**src/rtl/alu_lp_pkg.sv**
```systemverilog
// Shared definitions for the low-power ALU scheduler: opcodes, widths, FSM states.
package alu_lp_pkg;

  localparam int ALU_WIDTH = 16;
  localparam int OP_W      = 3;

  localparam logic [2:0] OP_ADD = 3'b000;
  localparam logic [2:0] OP_SUB = 3'b001;
  localparam logic [2:0] OP_AND = 3'b010;
  localparam logic [2:0] OP_MUL = 3'b111;

  typedef enum logic [2:0] {
    SLEEP = 3'd0,
    WAKE  = 3'd1,
    ISSUE = 3'd2,
    WAIT  = 3'd3,
    RESP  = 3'd4,
    HOLD  = 3'd5
  } state_t;

endpackage

```
**src/rtl/alu_lp_rr_arbiter.sv**
```systemverilog
// Round-robin arbiter: combinational pick starting at the pointer with wrap,
// pointer advances past the winner whenever the owner strobes grant_en.
module alu_lp_rr_arbiter #(
  parameter int NUM_REQ = 2
) (
  input  logic                       clk,
  input  logic                       rst_n,
  input  logic [NUM_REQ-1:0]         req,
  input  logic                       grant_en,
  output logic                       grant_valid,
  output logic [$clog2(NUM_REQ)-1:0] grant_idx
);

  localparam int             IDW     = $clog2(NUM_REQ);
  localparam int             IDW1    = IDW + 1;
  localparam logic [IDW:0]   NUM_W   = IDW1'(NUM_REQ);
  localparam logic [IDW-1:0] LAST    = IDW'(NUM_REQ - 1);
  localparam logic [IDW-1:0] ONE_IDX = IDW'(1);

  logic [IDW-1:0] ptr_r;

  // Pick the first valid request at or after the pointer; scanning downward lets the nearest win
  always_comb begin
    logic [IDW:0]   sum_s;
    logic [IDW-1:0] cand_s;
    grant_valid = |req;
    grant_idx   = '0;
    sum_s       = '0;
    cand_s      = '0;
    for (int i = NUM_REQ - 1; i >= 0; i--) begin
      sum_s     = {1'b0, ptr_r} + IDW1'(i);
      cand_s    = (sum_s >= NUM_W) ? IDW'(sum_s - NUM_W) : IDW'(sum_s);
      grant_idx = req[cand_s] ? cand_s : grant_idx;
    end
  end

  // Advance the pointer one past the granted requester
  always_ff @(posedge clk or negedge rst_n) begin
    if (!rst_n) begin
      ptr_r <= '0;
    end else if (grant_en) begin
      ptr_r <= (grant_idx == LAST) ? '0 : grant_idx + ONE_IDX;
    end else begin
      ptr_r <= ptr_r;
    end
  end

endmodule

```
**src/rtl/alu_lp_scheduler.sv**
```systemverilog
// Shares one low-power ALU among NUM_REQ requesters. Owns the ALU clock-gate
// enable: wakes on demand, stays open across back-to-back work, gates after an
// idle timeout, and isolates (zeroes) the ALU operands whenever no op is live.
module alu_lp_scheduler
  import alu_lp_pkg::*;
#(
  parameter int NUM_REQ      = 2,
  parameter int WIDTH        = ALU_WIDTH,
  parameter int ALU_LAT      = 1,
  parameter int IDLE_TIMEOUT = 4
) (
  input  logic                       clk,
  input  logic                       rst_n,
  input  logic [NUM_REQ-1:0]         req_valid,
  output logic [NUM_REQ-1:0]         req_ready,
  input  logic [NUM_REQ*WIDTH-1:0]   req_a,
  input  logic [NUM_REQ*WIDTH-1:0]   req_b,
  input  logic [NUM_REQ*OP_W-1:0]    req_op,
  output logic                       rsp_valid,
  input  logic                       rsp_ready,
  output logic [$clog2(NUM_REQ)-1:0] rsp_id,
  output logic [WIDTH-1:0]           rsp_data,
  output logic                       rsp_zero,
  output logic                       rsp_carry,
  output logic                       alu_enable,
  output logic [WIDTH-1:0]           alu_a,
  output logic [WIDTH-1:0]           alu_b,
  output logic [OP_W-1:0]            alu_op,
  input  logic [WIDTH-1:0]           alu_result,
  input  logic                       alu_zero,
  input  logic                       alu_carry,
  output logic                       busy
);

  localparam int               IDW       = $clog2(NUM_REQ);
  localparam logic [2:0]       LAT_INIT  = 3'(ALU_LAT - 1);
  localparam logic [7:0]       IDLE_INIT = 8'(IDLE_TIMEOUT);
  localparam logic [NUM_REQ-1:0] ONE_HOT0 = {{(NUM_REQ-1){1'b0}}, 1'b1};

  state_t         state_r;
  state_t         state_n;
  logic           grant_en_s;
  logic           grant_valid_s;
  logic [IDW-1:0] grant_idx_s;
  logic [2:0]     lat_cnt_r;
  logic [7:0]     idle_cnt_r;

  alu_lp_rr_arbiter #(.NUM_REQ(NUM_REQ)) u_arb (
    .clk         (clk),
    .rst_n       (rst_n),
    .req         (req_valid),
    .grant_en    (grant_en_s),
    .grant_valid (grant_valid_s),
    .grant_idx   (grant_idx_s)
  );

  // FSM state register
  always_ff @(posedge clk or negedge rst_n) begin
    if (!rst_n) state_r <= SLEEP;
    else        state_r <= state_n;
  end

  // Next-state logic; grant_en_s marks every edge that moves into ISSUE
  always_comb begin
    state_n    = state_r;
    grant_en_s = 1'b0;
    case (state_r)
      SLEEP: begin
        if (grant_valid_s) state_n = WAKE;
        else               state_n = SLEEP;
      end
      WAKE: begin
        if (grant_valid_s) begin
          state_n    = ISSUE;
          grant_en_s = 1'b1;
        end else begin
          state_n = HOLD;
        end
      end
      ISSUE: state_n = WAIT;
      WAIT: begin
        if (lat_cnt_r == 3'd0) state_n = RESP;
        else                   state_n = WAIT;
      end
      RESP: begin
        if (rsp_valid && rsp_ready) begin
          if (grant_valid_s) begin
            state_n    = ISSUE;
            grant_en_s = 1'b1;
          end else begin
            state_n = HOLD;
          end
        end else begin
          state_n = RESP;
        end
      end
      HOLD: begin
        // a request on the expiry cycle still wins over gating
        if (grant_valid_s) begin
          state_n    = ISSUE;
          grant_en_s = 1'b1;
        end else if (idle_cnt_r <= 8'd1) begin
          state_n = SLEEP;
        end else begin
          state_n = HOLD;
        end
      end
      default: state_n = SLEEP;
    endcase
  end

  // Registered outputs: grant/capture, operand isolation, response and counters
  always_ff @(posedge clk or negedge rst_n) begin
    if (!rst_n) begin
      req_ready  <= '0;
      rsp_valid  <= 1'b0;
      rsp_id     <= '0;
      rsp_data   <= '0;
      rsp_zero   <= 1'b0;
      rsp_carry  <= 1'b0;
      alu_enable <= 1'b0;
      alu_a      <= '0;
      alu_b      <= '0;
      alu_op     <= '0;
      busy       <= 1'b0;
      lat_cnt_r  <= 3'd0;
      idle_cnt_r <= 8'd0;
    end else begin
      alu_enable <= (state_n != SLEEP);
      busy       <= (state_n != SLEEP);
      req_ready  <= '0;

      if (grant_en_s) begin
        req_ready <= ONE_HOT0 << grant_idx_s;
        alu_a     <= req_a[grant_idx_s*WIDTH +: WIDTH];
        alu_b     <= req_b[grant_idx_s*WIDTH +: WIDTH];
        alu_op    <= req_op[grant_idx_s*OP_W +: OP_W];
        rsp_id    <= grant_idx_s;
        lat_cnt_r <= LAT_INIT;
      end else if (state_n == HOLD || state_n == SLEEP || state_n == WAKE) begin
        alu_a  <= '0;
        alu_b  <= '0;
        alu_op <= '0;
      end else begin
        alu_a  <= alu_a;
        alu_b  <= alu_b;
        alu_op <= alu_op;
      end

      if (state_r == WAIT) begin
        if (lat_cnt_r == 3'd0) begin
          rsp_data  <= alu_result;
          rsp_zero  <= alu_zero;
          rsp_carry <= alu_carry;
          rsp_valid <= 1'b1;
        end else begin
          lat_cnt_r <= lat_cnt_r - 3'd1;
        end
      end else if (state_r == RESP && rsp_ready) begin
        rsp_valid <= 1'b0;
      end else begin
        rsp_valid <= rsp_valid;
      end

      if (state_n == HOLD && state_r != HOLD) begin
        idle_cnt_r <= IDLE_INIT;
      end else if (state_r == HOLD) begin
        idle_cnt_r <= idle_cnt_r - 8'd1;
      end else begin
        idle_cnt_r <= idle_cnt_r;
      end
    end
  end

endmodule

```
**config.mk**
```make
export PLATFORM = sky130hd
export DESIGN_NAME = alu_lp_scheduler
export DESIGN_NICKNAME = d
export VERILOG_FILES = /design/src/rtl/alu_lp_pkg.sv /design/src/rtl/alu_lp_rr_arbiter.sv /design/src/rtl/alu_lp_scheduler.sv
export SDC_FILE = /design/constraint.sdc
export NUM_CORES = 1
export LEC_CHECK = 0
export ABC_AREA = 0
export CAP_MARGIN = 25
export CORE_ASPECT_RATIO = 1.5
export CORE_UTILIZATION = 31
export DETAILED_ROUTE_END_ITERATION = 7
export PLACE_DENSITY = 0.71
export SYNTH_ARGS = -nofsm -noshare
export SYNTH_HDL_FRONTEND = slang
export SYNTH_SLANG_ARGS = --single-unit
```
**constraint.sdc**
```tcl
create_clock -name clk -period 3.4 [get_ports clk]
set_input_delay 0.51 -clock clk [delete_from_list [all_inputs] [get_ports clk]]
set_output_delay 0.51 -clock clk [all_outputs]
set_load 0.02 [all_outputs]
```
### Word-level counts from Yosys, hierarchy flattened

Index checks and enable logic that the tools add are counted.

| cells by class | value |
|---|---|
| muxes and demuxes | 33 |
| shifts and indexed selects | 4 |
| add/sub/neg operators | 6 |
| magnitude comparators | 5 |
| reductions and logical operators | 16 |
| $mul | 1 |
| eq/ne operators | 9 |

Operator list:

| operator | count |
|---|---|
| 32-bit by 6-bit variable part select with 16-bit output | 2 |
| 16-bit two-way mux | 3 |
| 3-bit two-way mux | 10 |
| 3-bit case mux with 6 select lines | 1 |
| 8-bit two-way mux | 2 |
| 1-bit two-way mux | 15 |
| 3-bit equality test (second input constant) | 3 |
| 3-bit zero test | 3 |
| 8-bit by 1-bit less-or-equal comparator with 1-bit output (second input constant) | 1 |
| 8-bit by 1-bit subtractor with 8-bit output (second input constant) | 1 |
| 3-bit by 1-bit equality test with 1-bit output (second input constant) | 2 |
| 3-bit by 2-bit equality test with 1-bit output (second input constant) | 2 |
| 2-bit nonzero test | 3 |
| 6-bit by 4-bit variable part select with 3-bit output | 1 |
| 1-bit by 2-bit < comparator with 1-bit output (second input constant) | 2 |
| 2-bit AND reduction | 2 |
| 2-bit OR reduction | 2 |
| 1-bit logical AND | 3 |
| 1-bit by 2-bit multiplier with 3-bit output (second input constant) | 1 |
| 3-bit != test (second input constant) | 1 |
| 3-bit nonzero test | 1 |
| 3-bit by 1-bit subtractor with 3-bit output (second input constant) | 1 |
| 1-bit by 1-bit adder with 2-bit output (second input constant) | 1 |
| 1-bit by 2-bit >= comparator with 1-bit output (second input constant) | 1 |
| 8 further kinds | 10 |

| storage, ports and cells | value |
|---|---|
| input bits | 93 |
| register bits | 73 |

### Logic depth before layout (Yosys ltp)

Gate-level depths: netlist (run 1).

| depth | value |
|---|---|
| depth after elaboration | 10 |
| depth in mapped cells | 8 |
| depth with buffers taken out | 6 |

### Cells and area by module

A second synthesis (run 1) with hierarchy kept.

| unflattened totals | value |
|---|---|
| cell total of the unflattened synthesis | 299 |
| area total of the unflattened synthesis | 3,607.2 sq um |

Modules (own cells, without submodules):

| module | cells each | times used | seq. area each (sq um) | area each (sq um) |
|---|---|---|---|---|
| alu_lp_scheduler | 293 | 1 | 1,801.7 | 3,544.6 |
| alu_lp_rr_arbiter | 6 | 1 | 25.0 | 62.6 |

### Least setup slack after synthesis (run 1)

No wires, ideal clock.

| path | value |
|---|---|
| path kind | reg2reg |
| start | register idle_cnt_r[4] |
| end | register busy |
| clock period less this slack | 1.839 ns |
| setup time | 0.131 ns |
| data required time | 3.269 ns |
| arrival | 1.708 ns |
| cell stages (with the launch flop) | 5 |
| setup slack | 1.561 ns |
| cell sequence | dfrtp_1 > or4_4 > nor4_4 > o21ai_2 > or3_1 |

| on the way | value |
|---|---|
| word-level cells in the longest chain between the ends | 5 |

Ends and longest elaborated chain:

| item | line | text |
|---|---|---|
| start, declared | alu_lp_scheduler.sv:46 | `logic [7:0] idle_cnt_r;` |
| start signal, assigned | alu_lp_scheduler.sv:168 | `idle_cnt_r <= idle_cnt_r - 8'd1;` |
| start signal, assigned | alu_lp_scheduler.sv:170 | `idle_cnt_r <= idle_cnt_r;` |
| 8-bit by 1-bit less-or-equal comparator with 1-bit output | alu_lp_scheduler.sv:102 | `end else if (idle_cnt_r <= 8'd1) begin` |
| 3-bit two-way mux | alu_lp_scheduler.sv:102 |  |
| 3-bit two-way mux | alu_lp_scheduler.sv:99 | `if (grant_valid_s) begin` |
| 3-bit case mux with 6 select lines | alu_lp_scheduler.sv:67 | `case (state_r)` |
| via state_n[0] | alu_lp_scheduler.sv:41 | `state_t state_n;` |
| 3-bit nonzero test | alu_lp_scheduler.sv:130 | `busy <= (state_n != SLEEP);` |
| end signal, assigned | alu_lp_scheduler.sv:130 |  |
| end, declared | alu_lp_scheduler.sv:32 | `output logic busy` |

The timed path passes the listed nets, and every way through them passes these cells.
A chain may end at the register's enable or synchronous reset.

### Worst setup path in the final report (run 1)

| path | value |
|---|---|
| start | input req_valid[0] |
| end | register alu_a[9] |

| on the way | value |
|---|---|
| word-level cells in the longest chain between the ends | 8 |
| elaborated cells between the ends (all ways) | 23 |

Ends and longest elaborated chain:

| item | line | text |
|---|---|---|
| start, declared | alu_lp_scheduler.sv:14 | `input logic [NUM_REQ-1:0] req_valid,` |
| branches (longest 8 deep; another with 32-bit by 6-bit variable part select with 16-bit output) | n/a |  |
| end signal, assigned | alu_lp_scheduler.sv:135 | `alu_a <= req_a[grant_idx_s*WIDTH +: WIDTH];` |
| end signal, assigned | alu_lp_scheduler.sv:145 | `alu_a <= alu_a;` |
| end, declared | alu_lp_scheduler.sv:26 | `output logic [WIDTH-1:0] alu_a,` |

Several ways; the timed one is not identified. The select of a mux whose other input is x is not followed.

==> results.sh, run 1 <==
export IMPL_reg2reg_depth=6
export IMPL_cp_start_kind="primary input"
export IMPL_diodes=0
export IMPL_cts_tree="built"
export IMPL_dpl_hpwl_um=7189
export IMPL_ys_top_cells_by_area="dfrtp_1 51%, a32o_1 9.7%, a22oi_1 7.3%"
export IMPL_die_area_mm2=0.01211
export IMPL_nets=571
export IMPL_ys_flop_type="dfrtp_1"
export IMPL_cts_hold_buffers=0
export IMPL_ys_types=41
export IMPL_skew_ns=0.006681
export IMPL_synthXorXnorAreaFrac=0.002422
export IMPL_areaGrowthSynthToFinish_pct=53.67
export IMPL_finalWorstSetupSlack_ns=0.9774
export IMPL_synth_simple_gate_area_share=0.06574
export IMPL_gr_total_overflow=0
export IMPL_rows=47
export IMPL_cts_buffers=9
export IMPL_yosysWarnings=0
export IMPL_yosysSeqAreaShare=0.5052
export IMPL_dp_cells=609
export IMPL_min_period_ns=2.423
export IMPL_dr_pass1_iters=4
export IMPL_tightest_slew_ns=1.006
export IMPL_post_drt_via_cell_ratio=5.228
export IMPL_grt_use_total=0.1719
export IMPL_synth_net_count=430
export IMPL_coreArea_mm2=0.01117
export IMPL_fin_crit_sh=0.7125
export IMPL_fmax_mhz=412.8
export IMPL_synth_area_mm2=0.003616
export IMPL_cts_resized=0
export IMPL_synth_edff_count=0
export IMPL_busiest_layer="met2"
export IMPL_synth_top_cell_by_area="dfrtp_1"
export IMPL_grt_util_met1=0.2060
export IMPL_cts_root_buffer="clkbuf_16"
export IMPL_avgSynthCellArea_um2=10.86
export IMPL_htree_num_levels=3
export IMPL_grt_pass1_wl_um=16390
export IMPL_vias=3273
export IMPL_maxSlewViolCount=0
export IMPL_cp_arrival_ns=2.59
export IMPL_drt_wirelength_per_cell_um=16.38
export IMPL_vdd_drop_max_mv=0.3886
export IMPL_clock_sinks=73
export IMPL_synth_compound_area_share=0.2796
export IMPL_drtIter0Drc=227
export IMPL_totalWireLength_um=10250
export IMPL_r2r_start="idle_cnt_r[0]$_DFFE_PN0P_"
export IMPL_tns_ns=0
export IMPL_syn_inst=333
export IMPL_dieHeight_um=134.3
export IMPL_drt_drc_violations_left=0
export IMPL_rrSetupSlack_ns=1.13
export IMPL_rsz0062_at_grt="no"
export IMPL_ys_seq_elements=73
export IMPL_synthAdderAreaFrac=0.01384
export IMPL_postCtsSetupBuffers=0
export IMPL_critical_path_class="in2reg"
export IMPL_status="finished clean"
export IMPL_timing_slew_headroom=0.3275
export IMPL_antenna_found_initial=0
export IMPL_design_area_mm2=0.005557
export IMPL_placed_area_mm2=0.005231
export IMPL_p_leak_nw=2.172
export IMPL_powerDensity_mw_per_mm2=888.0
export IMPL_grt_max_degree=74
export IMPL_setup_viol=0
export IMPL_clkTransAtPathRegs_ns=0.06
export IMPL_endpoint_kind="flip-flop"
export IMPL_r2r_end="alu_a[9]$_DFFE_PN0P_"
export IMPL_grt_util_met2=0.2918
export IMPL_asyncSetResetFlopFracSynth=1.000
export IMPL_synthMuxAreaShare=0.05606
export IMPL_min_path_type="in2async"
export IMPL_drive_gt1_frac=0.1044
export IMPL_grt_pass1_vias=3245
export IMPL_crit_fanout=35
export IMPL_io_buffers=151
export IMPL_synth_top_family_by_area="compound AO/OA/AOI/OAI gates"
export IMPL_antenna_left=0
export IMPL_cts_max_path_buffers=2
export IMPL_place_worst_setup_slack_ns=0.6175
export IMPL_synth_top_area_share=0.5052
export IMPL_clock_latency_ns=0.34
export IMPL_use_met3=0.04082
export IMPL_hold_viol_final=0
export IMPL_pin_count=152
export IMPL_stdcell_count=626
export IMPL_cap_violations=0
export IMPL_fp_dieW_um=90.19
export IMPL_gp_congestion=0.7634
export IMPL_cp_required_ns=3.57
export IMPL_start_util=0.3236
[worst max-delay path: stages]
cell             delay (ns)
clkdlybuf4s50_1        0.50
nor3_1                 0.34
nand2_1                0.23
o21ai_4                0.79
o21ai_0                0.20
[placed cells by master, fill, tap and decap left out, drive strengths merged, types with 4 or more instances in the layout]
| master | n |
|---|---|
| nor2 | 4 |
| inv | 40 |
| mux2 | 18 |
| clkbuf | 11 |
| clkdlybuf4s50 | 150 |
| o21ai | 47 |
| o211ai | 5 |
| buf | 6 |
| a32o | 35 |
| nand3 | 6 |
| nand2 | 4 |
| ha | 4 |
| a22oi | 35 |
| dfrtp | 73 |
[cell usage after synthesis, types with 2 or more instances]
library cell,instances
dfrtp_1,73
inv_1,40
a22oi_1,35
a32o_1,35
o21ai_1,27
clkbuf_1,18
mux2_2,18
o21ai_0,15
nand3_1,6
o211ai_1,5
o21ai_2,5
buf_2,4
ha_1,4
nand2_1,4
nor2_1,4
buf_6,3
nand2b_1,3
a21o_1,2
a31o_2,2
and2_1,2
and3_1,2
and3b_1,2
and4b_1,2
nor2b_1,2
o311ai_0,2
o41ai_1,2
or4_1,2
[state kept, by name, summed over array words and instances, names as in the netlist]
signal	cells
req_ready	2
rsp_data	16
state_r	3
busy	1
rsp_valid	1
rsp_id	1
alu_b	16
lat_cnt_r	3
rsp_carry	1
idle_cnt_r	8
rsp_zero	1
alu_a	16
u_arb.ptr_r	1
alu_op	3
[worst max-delay path by stage]
stage | start | end | cells after the start
after CTS | req_valid[0] | alu_a[9]$_DFFE_PN0P_ | 5
after floorplan | idle_cnt_r[4]$_DFFE_PN0P_ | busy$_DFF_PN0_ | 4
final | req_valid[0] | alu_a[9]$_DFFE_PN0P_ | 5
after global placement | req_valid[0] | alu_a[8]$_DFFE_PN0P_ | 5
after detailed placement | req_valid[0] | alu_a[11]$_DFFE_PN0P_ | 5
after global routing | req_valid[0] | alu_a[9]$_DFFE_PN0P_ | 5
[through the flow]
step / power, W / utilization / hold WS (ns)
4_1_cts: 0.004974 / 0.4948 / 0.3522
2_1_floorplan: 0.002924 / - / 0.2144
6_report: 0.004934 / 0.4973 / 0.1747
3_3_place_gp: 0.003941 / 0.4682 / 0.4605
5_1_grt: 0.005232 / 0.4973 / 0.2127
3_5_place_dp: 0.004006 / 0.4682 / 0.4686
[cells by family after synthesis]
group,Yosys count
buf+inv,66
compound gates,135
xor+xnor,1
fa+ha+maj,4
mux,18
simple gates,36
flops,73
[power breakdown]
part	switching, W	internal (W)	total (W)
sequential	0.000347	0.00127	0.00161
clock	0.000358	0.000585	0.000944
combinational	0.00124	0.00113	0.00238
[routing by layer]
metal	part of all wire	wire [µm]
met4	0.022	230
met1	0.39	4029
met2	0.53	5418
met5	0	0
met3	0.056	572
[cell type report]
cell class	count	area (µm²)
Timing Repair Buffer	156	1567
Clock buffer	11	242.7
Inverter	40	150.1
Fill cell	1036	5617
Clock inverter	5	55.05
Sequential cell	73	1827
Multi-Input combinational cell	194	1531
Tap cell	147	183.9
Power figures use the tool's default switching activity.
==> inputs of run 2 (changes only) <==
PLACE_DENSITY = 0.74   (was 0.71)
clock period = 2 ns   (was 3.4 ns; I/O delays follow)
==> run 2 against run 1 <==
The run now ends with hold timing left. Non-clock buffer count increased by 13. First-iteration DRC count fell by 35%. Final cell count up 2.1%. Via count rose by 0.89%. Clock power is 77% higher. Design area up 2.9%. Sequential share of layout area shrank 0.93 points. Core utilization grew 1.4 points. Critical path type is now reg2reg.
==> results.sh, run 2 (synthesized netlist as in run 1, its figures left out) <==
export IMPL_grt_max_degree=74
export IMPL_powerDensity_mw_per_mm2=1504
export IMPL_cts_hold_buffers=0
export IMPL_dpl_hpwl_um=7086
export IMPL_status="finished with violations"
export IMPL_rsz0062_at_grt="no"
export IMPL_start_util=0.3236
export IMPL_io_buffers=151
export IMPL_grt_use_total=0.1730
export IMPL_seq_power_share=0.312
export IMPL_clkPwrFrac=0.194
export IMPL_cp_required_ns=2.19
export IMPL_diodes=0
export IMPL_fmax_mhz=537.7
export IMPL_final_util=0.5118
export IMPL_coreArea_mm2=0.01117
export IMPL_max_stage_delay_ns=0.51
export IMPL_cts_tree="built"
export IMPL_vdd_drop_max_mv=0.7175
export IMPL_gr_total_overflow=0
export IMPL_cp_cell_sequence="nand3b_1, or4_1, o311ai_0, o41ai_1"
export IMPL_cp_arrival_ns=2.05
export IMPL_critPathTopFamily="simple AND/OR/NAND/NOR gates"
export IMPL_slowest_stage="dfrtp_1"
export IMPL_grt_pass1_wl_um=16720
export IMPL_drt_drc_violations_left=0
export IMPL_layout_common_cells="150 x clkdlybuf4s50_1, 73 x dfrtp_1, 40 x inv_1, 35 x a32o_1, 35 x a22oi_1"
export IMPL_areaGrowthSynthToFinish_pct=58.13
export IMPL_antenna_found_initial=0
export IMPL_r2r_start="state_r[2]$_DFF_PN0_"
export IMPL_htree_num_levels=3
export IMPL_min_path_type="in2async"
export IMPL_maxSlewViolCount=0
export IMPL_fp_dieW_um=90.19
export IMPL_min_period_ns=1.860
export IMPL_p_leak_nw=2.262
export IMPL_setup_viol=0
export IMPL_gp_congestion=0.8169
export IMPL_fill_cells=1018
export IMPL_vias=3302
export IMPL_comb_power_share=0.493
export IMPL_dieHeight_um=134.3
export IMPL_whs_ns=-0.02992
export IMPL_cts_buffers=9
export IMPL_drt_wirelength_per_cell_um=16.11
export IMPL_antenna_left=0
export IMPL_hold_viol_final=32
export IMPL_cts_root_buffer="clkbuf_16"
export IMPL_intPower_w=0.005243
export IMPL_clkTransAtPathRegs_ns=0.06
export IMPL_endpoint_kind="flip-flop"
export IMPL_die_area_mm2=0.01211
export IMPL_cap_violations=0
export IMPL_drtIter0Drc=148
export IMPL_timing_slew_headroom=0.5161
export IMPL_clock_sinks=73
export IMPL_p_sw_w=0.003358
export IMPL_pin_count=152
export IMPL_layout_commonest_cell="clkdlybuf4s50_1"
export IMPL_dr_pass1_iters=4
export IMPL_tns_ns=0
export IMPL_nets=584
export IMPL_drive_gt1_frac=0.1301
export IMPL_worst_path_buf_inv=0
export IMPL_fin_crit_sh=0.9300
export IMPL_switching_share=0.3904
export IMPL_crit_fanout=11
export IMPL_violations="hold timing"
export IMPL_totalWireLength_um=10290
export IMPL_clock_latency_ns=0.33
export IMPL_grt_pass1_vias=3447
export IMPL_cts_max_path_buffers=2
export IMPL_largest_registers="alu_a: 16 flops, alu_b: 16 flops, rsp_data: 16 flops"
export IMPL_cp_start_kind="flip-flop"
export IMPL_post_drt_via_cell_ratio=5.167
export IMPL_skew_ns=0.008234
export IMPL_crit_start="state_r[2]$_DFF_PN0_"
export IMPL_tightest_slew_ns=0.7183
export IMPL_finalWorstSetupSlack_ns=0.1401
export IMPL_rows=47
export IMPL_place_worst_setup_slack_ns=-0.1995
export IMPL_critical_path_class="reg2reg"
==> run 2: final cells by class <==
class / instances / area [µm²] / share of cell area
clock buffers: 10 / 239.0 / 0.04179
clock inverters: 6 / 72.57 / 0.01269
inverters: 40 / 150.1 / 0.02626
multi-input cells: 194 / 1531 / 0.2678
flip-flops and latches: 73 / 1827 / 0.3195
well taps: 147 / 183.9 / 0.03217
repair buffers: 169 / 1714 / 0.2998
==> run 2: final timing paths <==
check,cells past startpoint,to,slack (ns)
max in group asynchronous,2,alu_b[12]$_DFFE_PN0P_,1.69
worst min register to register,1,rsp_id$_DFFE_PN0P_,0.49
worst max register to register,4,idle_cnt_r[5]$_DFFE_PN0P_,0.14
min in group clk,1,rsp_id$_DFFE_PN0P_,0.49
worst min-delay path,2,rsp_data[15]$_DFFE_PN0P_,-0.03
worst max-delay path,4,idle_cnt_r[5]$_DFFE_PN0P_,0.14
==> run 2: what timing repair did <==
item / CTS / global route
setup buffers: 0 / 0
setup endpoints to repair: 0 / 3
gates resized for setup: 0 / 0
endpoints found under the hold margin: 0 / 0
==> run 2: layer usage <==
metal  GRT usage  vias up  wire length [µm]
li1            -     1567                 -
met2      0.3109      114              5434
met4     0.07616        0               271
met1      0.2008     1599              4127
met3     0.02948       22               459
met5           0        -                 0
==> run 2: power by group through the flow <==
stage / clock network (W) / logic, W / registers [W]
floorplan: 0 / 0.00166 / 0.00331
global placement: 0 / 0.00419 / 0.00268
detailed placement: 0 / 0.00426 / 0.00270
CTS: 0.00171 / 0.00427 / 0.00269
global route: 0.00178 / 0.00456 / 0.00279
finish: 0.00167 / 0.00424 / 0.00269
==> run 2: stage by stage <==
step | area [µm²] | std cells | total power (W)
after global placement | 5379 | 622 | 0.006866
after global routing | 5718 | 639 | 0.009126
final | 5718 | 639 | 0.008602
after CTS | 5690 | 638 | 0.008673
after detailed placement | 5379 | 622 | 0.006959
after floorplan | 3616 | 333 | 0.004971
==> inputs of run 3 (changes only) <==
clock period = 1.6 ns   (was 2 ns; I/O delays follow)
==> run 3 against run 2 <==
The flow finishes with violations (setup timing). Core utilization rose by 2.4 points. Sequential power is 24% higher. Sequential share of layout area is 1.4 points lower. Clock power grew 16%. Register-to-register slack worse by 0.33 ns. Final cell count up 2.8%. Via count up 1.7%. Combinational power increased by 35%. Routed wire length grew 4.7%. Hold slack better by 0.45 ns. Design area up 4.8%. Largest cell class is now buffers.
==> results.sh, run 3 (synthesized netlist as in run 1, its figures left out) <==
export IMPL_fin_crit_sh=1.116
export IMPL_vdd_drop_max_mv=0.8361
export IMPL_violations="setup timing"
export IMPL_fp_dieW_um=90.19
export IMPL_tns_ns=-5.727
export IMPL_min_path_type="in2async"
export IMPL_intPower_w=0.006712
export IMPL_antenna_found_initial=0
export IMPL_coreArea_mm2=0.01117
export IMPL_layout_common_cells="128 x clkdlybuf4s50_1, 72 x dfrtp_1, 37 x inv_1, 35 x a32o_1, 35 x a22oi_1"
export IMPL_cap_violations=0
export IMPL_dr_pass1_iters=4
export IMPL_register_area_mm2=0.001828
export IMPL_grt_max_degree=39
export IMPL_fmax_mhz=559.8
export IMPL_clock_latency_ns=0.33
export IMPL_drive_gt1_frac=0.2020
export IMPL_areaGrowthSynthToFinish_pct=65.67
export IMPL_antenna_left=0
export IMPL_nets=604
export IMPL_crit_start="idle_cnt_r[3]$_DFFE_PN0P_"
export IMPL_cts_tree="built"
export IMPL_drt_wirelength_per_cell_um=16.40
export IMPL_largest_registers="alu_a: 16 flops, alu_b: 16 flops, rsp_data: 16 flops"
export IMPL_start_util=0.3236
export IMPL_p_leak_nw=2.718
export IMPL_final_util=0.5362
export IMPL_htree_num_levels=3
export IMPL_gp_congestion=0.8004
export IMPL_dpl_hpwl_um=7781
export IMPL_die_area_mm2=0.01211
export IMPL_timing_slew_headroom=0.6559
export IMPL_switching_share=0.3903
export IMPL_reg2reg_depth=5
export IMPL_maxSlewViolCount=0
export IMPL_rsz0062_at_grt="yes"
export IMPL_whs_ns=0.4169
export IMPL_diodes=0
export IMPL_clkPwrFrac=0.176
export IMPL_grt_pass1_wl_um=17420
export IMPL_comb_power_share=0.520
export IMPL_hold_viol_final=0
export IMPL_totalWireLength_um=10780
export IMPL_cp_start_kind="flip-flop"
export IMPL_cp_arrival_ns=1.99
export IMPL_layout_commonest_cell="clkdlybuf4s50_1"
export IMPL_cp_required_ns=1.80
export IMPL_post_drt_via_cell_ratio=5.110
export IMPL_drt_drc_violations_left=0
export IMPL_vias=3357
export IMPL_cts_buffers=9
export IMPL_p_sw_w=0.004296
export IMPL_r2r_start="idle_cnt_r[3]$_DFFE_PN0P_"
export IMPL_io_buffers=151
export IMPL_finalWorstSetupSlack_ns=-0.1864
export IMPL_powerDensity_mw_per_mm2=1837
export IMPL_endpoint_kind="flip-flop"
export IMPL_pin_count=152
export IMPL_multiInputGateArea_mm2=0.001637
export IMPL_skew_ns=0.005008
export IMPL_clock_sinks=73
export IMPL_status="finished with violations"
export IMPL_rrSetupSlack_ns=-0.19
export IMPL_cts_max_path_buffers=2
export IMPL_setup_viol=41
export IMPL_r2r_end="busy$_DFF_PN0_"
export IMPL_min_period_ns=1.786
export IMPL_fill_cells=1002
export IMPL_tightest_slew_ns=0.5128
export IMPL_grt_pass1_vias=3532
export IMPL_seq_power_share=0.304
export IMPL_dieHeight_um=134.3
export IMPL_gr_total_overflow=0
export IMPL_drtIter0Drc=186
export IMPL_grt_use_total=0.1816
export IMPL_cts_root_buffer="clkbuf_16"
export IMPL_clkTransAtPathRegs_ns=0.06
export IMPL_crit_fanout=3
export IMPL_rows=47
export IMPL_critical_path_class="reg2reg"
==> run 3: cell types whose count changed in the layout (fill, tap and decap cells not counted), moves of 3 or more <==
cell             previous run  this run
o21ai_0                    15         6
o21ai_2                     4        12
clkdlybuf4s50_1           150       128
ha_1                        4         1
buf_4                      14        31
inv_1                      40        37
inv_2                       0         3
dlymetal6s2s_1              0        21
==> run 3: timing repair <==
item                       in CTS  in global routing
setup buffers                   2                  0
gates resized for setup        22                 33
gates cloned                    1                  0
setup endpoints to repair      60                 83
hold endpoints to repair       35                  0
pin swaps                       5                  4
hold buffers                    1                  0
==> run 3: stage by stage <==
| step | setup WS, ns | total power (W) | instance area [µm²] | instances |
|---|---|---|---|---|
| 6_report | -0.1864 | 0.01101 | 5991 | 657 |
| 5_1_grt | -0.2201 | 0.01166 | 5991 | 657 |
| 4_1_cts | -0.1851 | 0.01109 | 5896 | 657 |
| 3_5_place_dp | -0.3603 | 0.008959 | 5532 | 639 |
| 3_3_place_gp | -0.2733 | 0.008787 | 5532 | 639 |
| 2_1_floorplan | -0.08977 | 0.006251 | 3641 | 333 |
==> run 3: worst max-delay path by stage <==
stage | slack [ns] | cells past startpoint | end
after global placement | -0.27 | 6 | alu_a[8]$_DFFE_PN0P_
after floorplan | -0.09 | 4 | idle_cnt_r[7]$_DFFE_PN0P_
after CTS | -0.19 | 5 | busy$_DFF_PN0_
final | -0.19 | 5 | busy$_DFF_PN0_
after global routing | -0.22 | 5 | busy$_DFF_PN0_
after detailed placement | -0.36 | 6 | alu_a[8]$_DFFE_PN0P_
==> run 3: power groups by stage <==
stage / combinational [W] / sequential (W) / clock (W)
4_1_cts: 0.00576 / 0.00336 / 0.00198
3_3_place_gp: 0.00547 / 0.00331 / 0
6_report: 0.00573 / 0.00334 / 0.00194
5_1_grt: 0.00613 / 0.00348 / 0.00205
3_5_place_dp: 0.00560 / 0.00336 / 0
2_1_floorplan: 0.00211 / 0.00414 / 0
==> run 3: final cells by class <==
class / instances / area share
Multi-Input combinational cell: 195 / 0.2732
Sequential cell: 73 / 0.3051
Clock inverter: 3 / 0.007101
Clock buffer: 11 / 0.04052
Tap cell: 147 / 0.03070
Timing Repair Buffer: 188 / 0.3183
Inverter: 40 / 0.02506
==> run 3: worst max-delay path: stages, from the launching register on <==
cell and delay [ns]:
dfrtp_1 0.38, or4_4 0.57, nor4_4 0.16, buf_4 0.18
o21ai_2 0.06, or3_1 0.31
==> run 3: routing by layer <==
layer  wire length, µm  up-vias  track usage
li1                  -     1605            -
met1              4038     1641       0.1991
met2              6069       93       0.3418
met3               463       18      0.03571
met4               206        0      0.06900
met5                 0        -            0
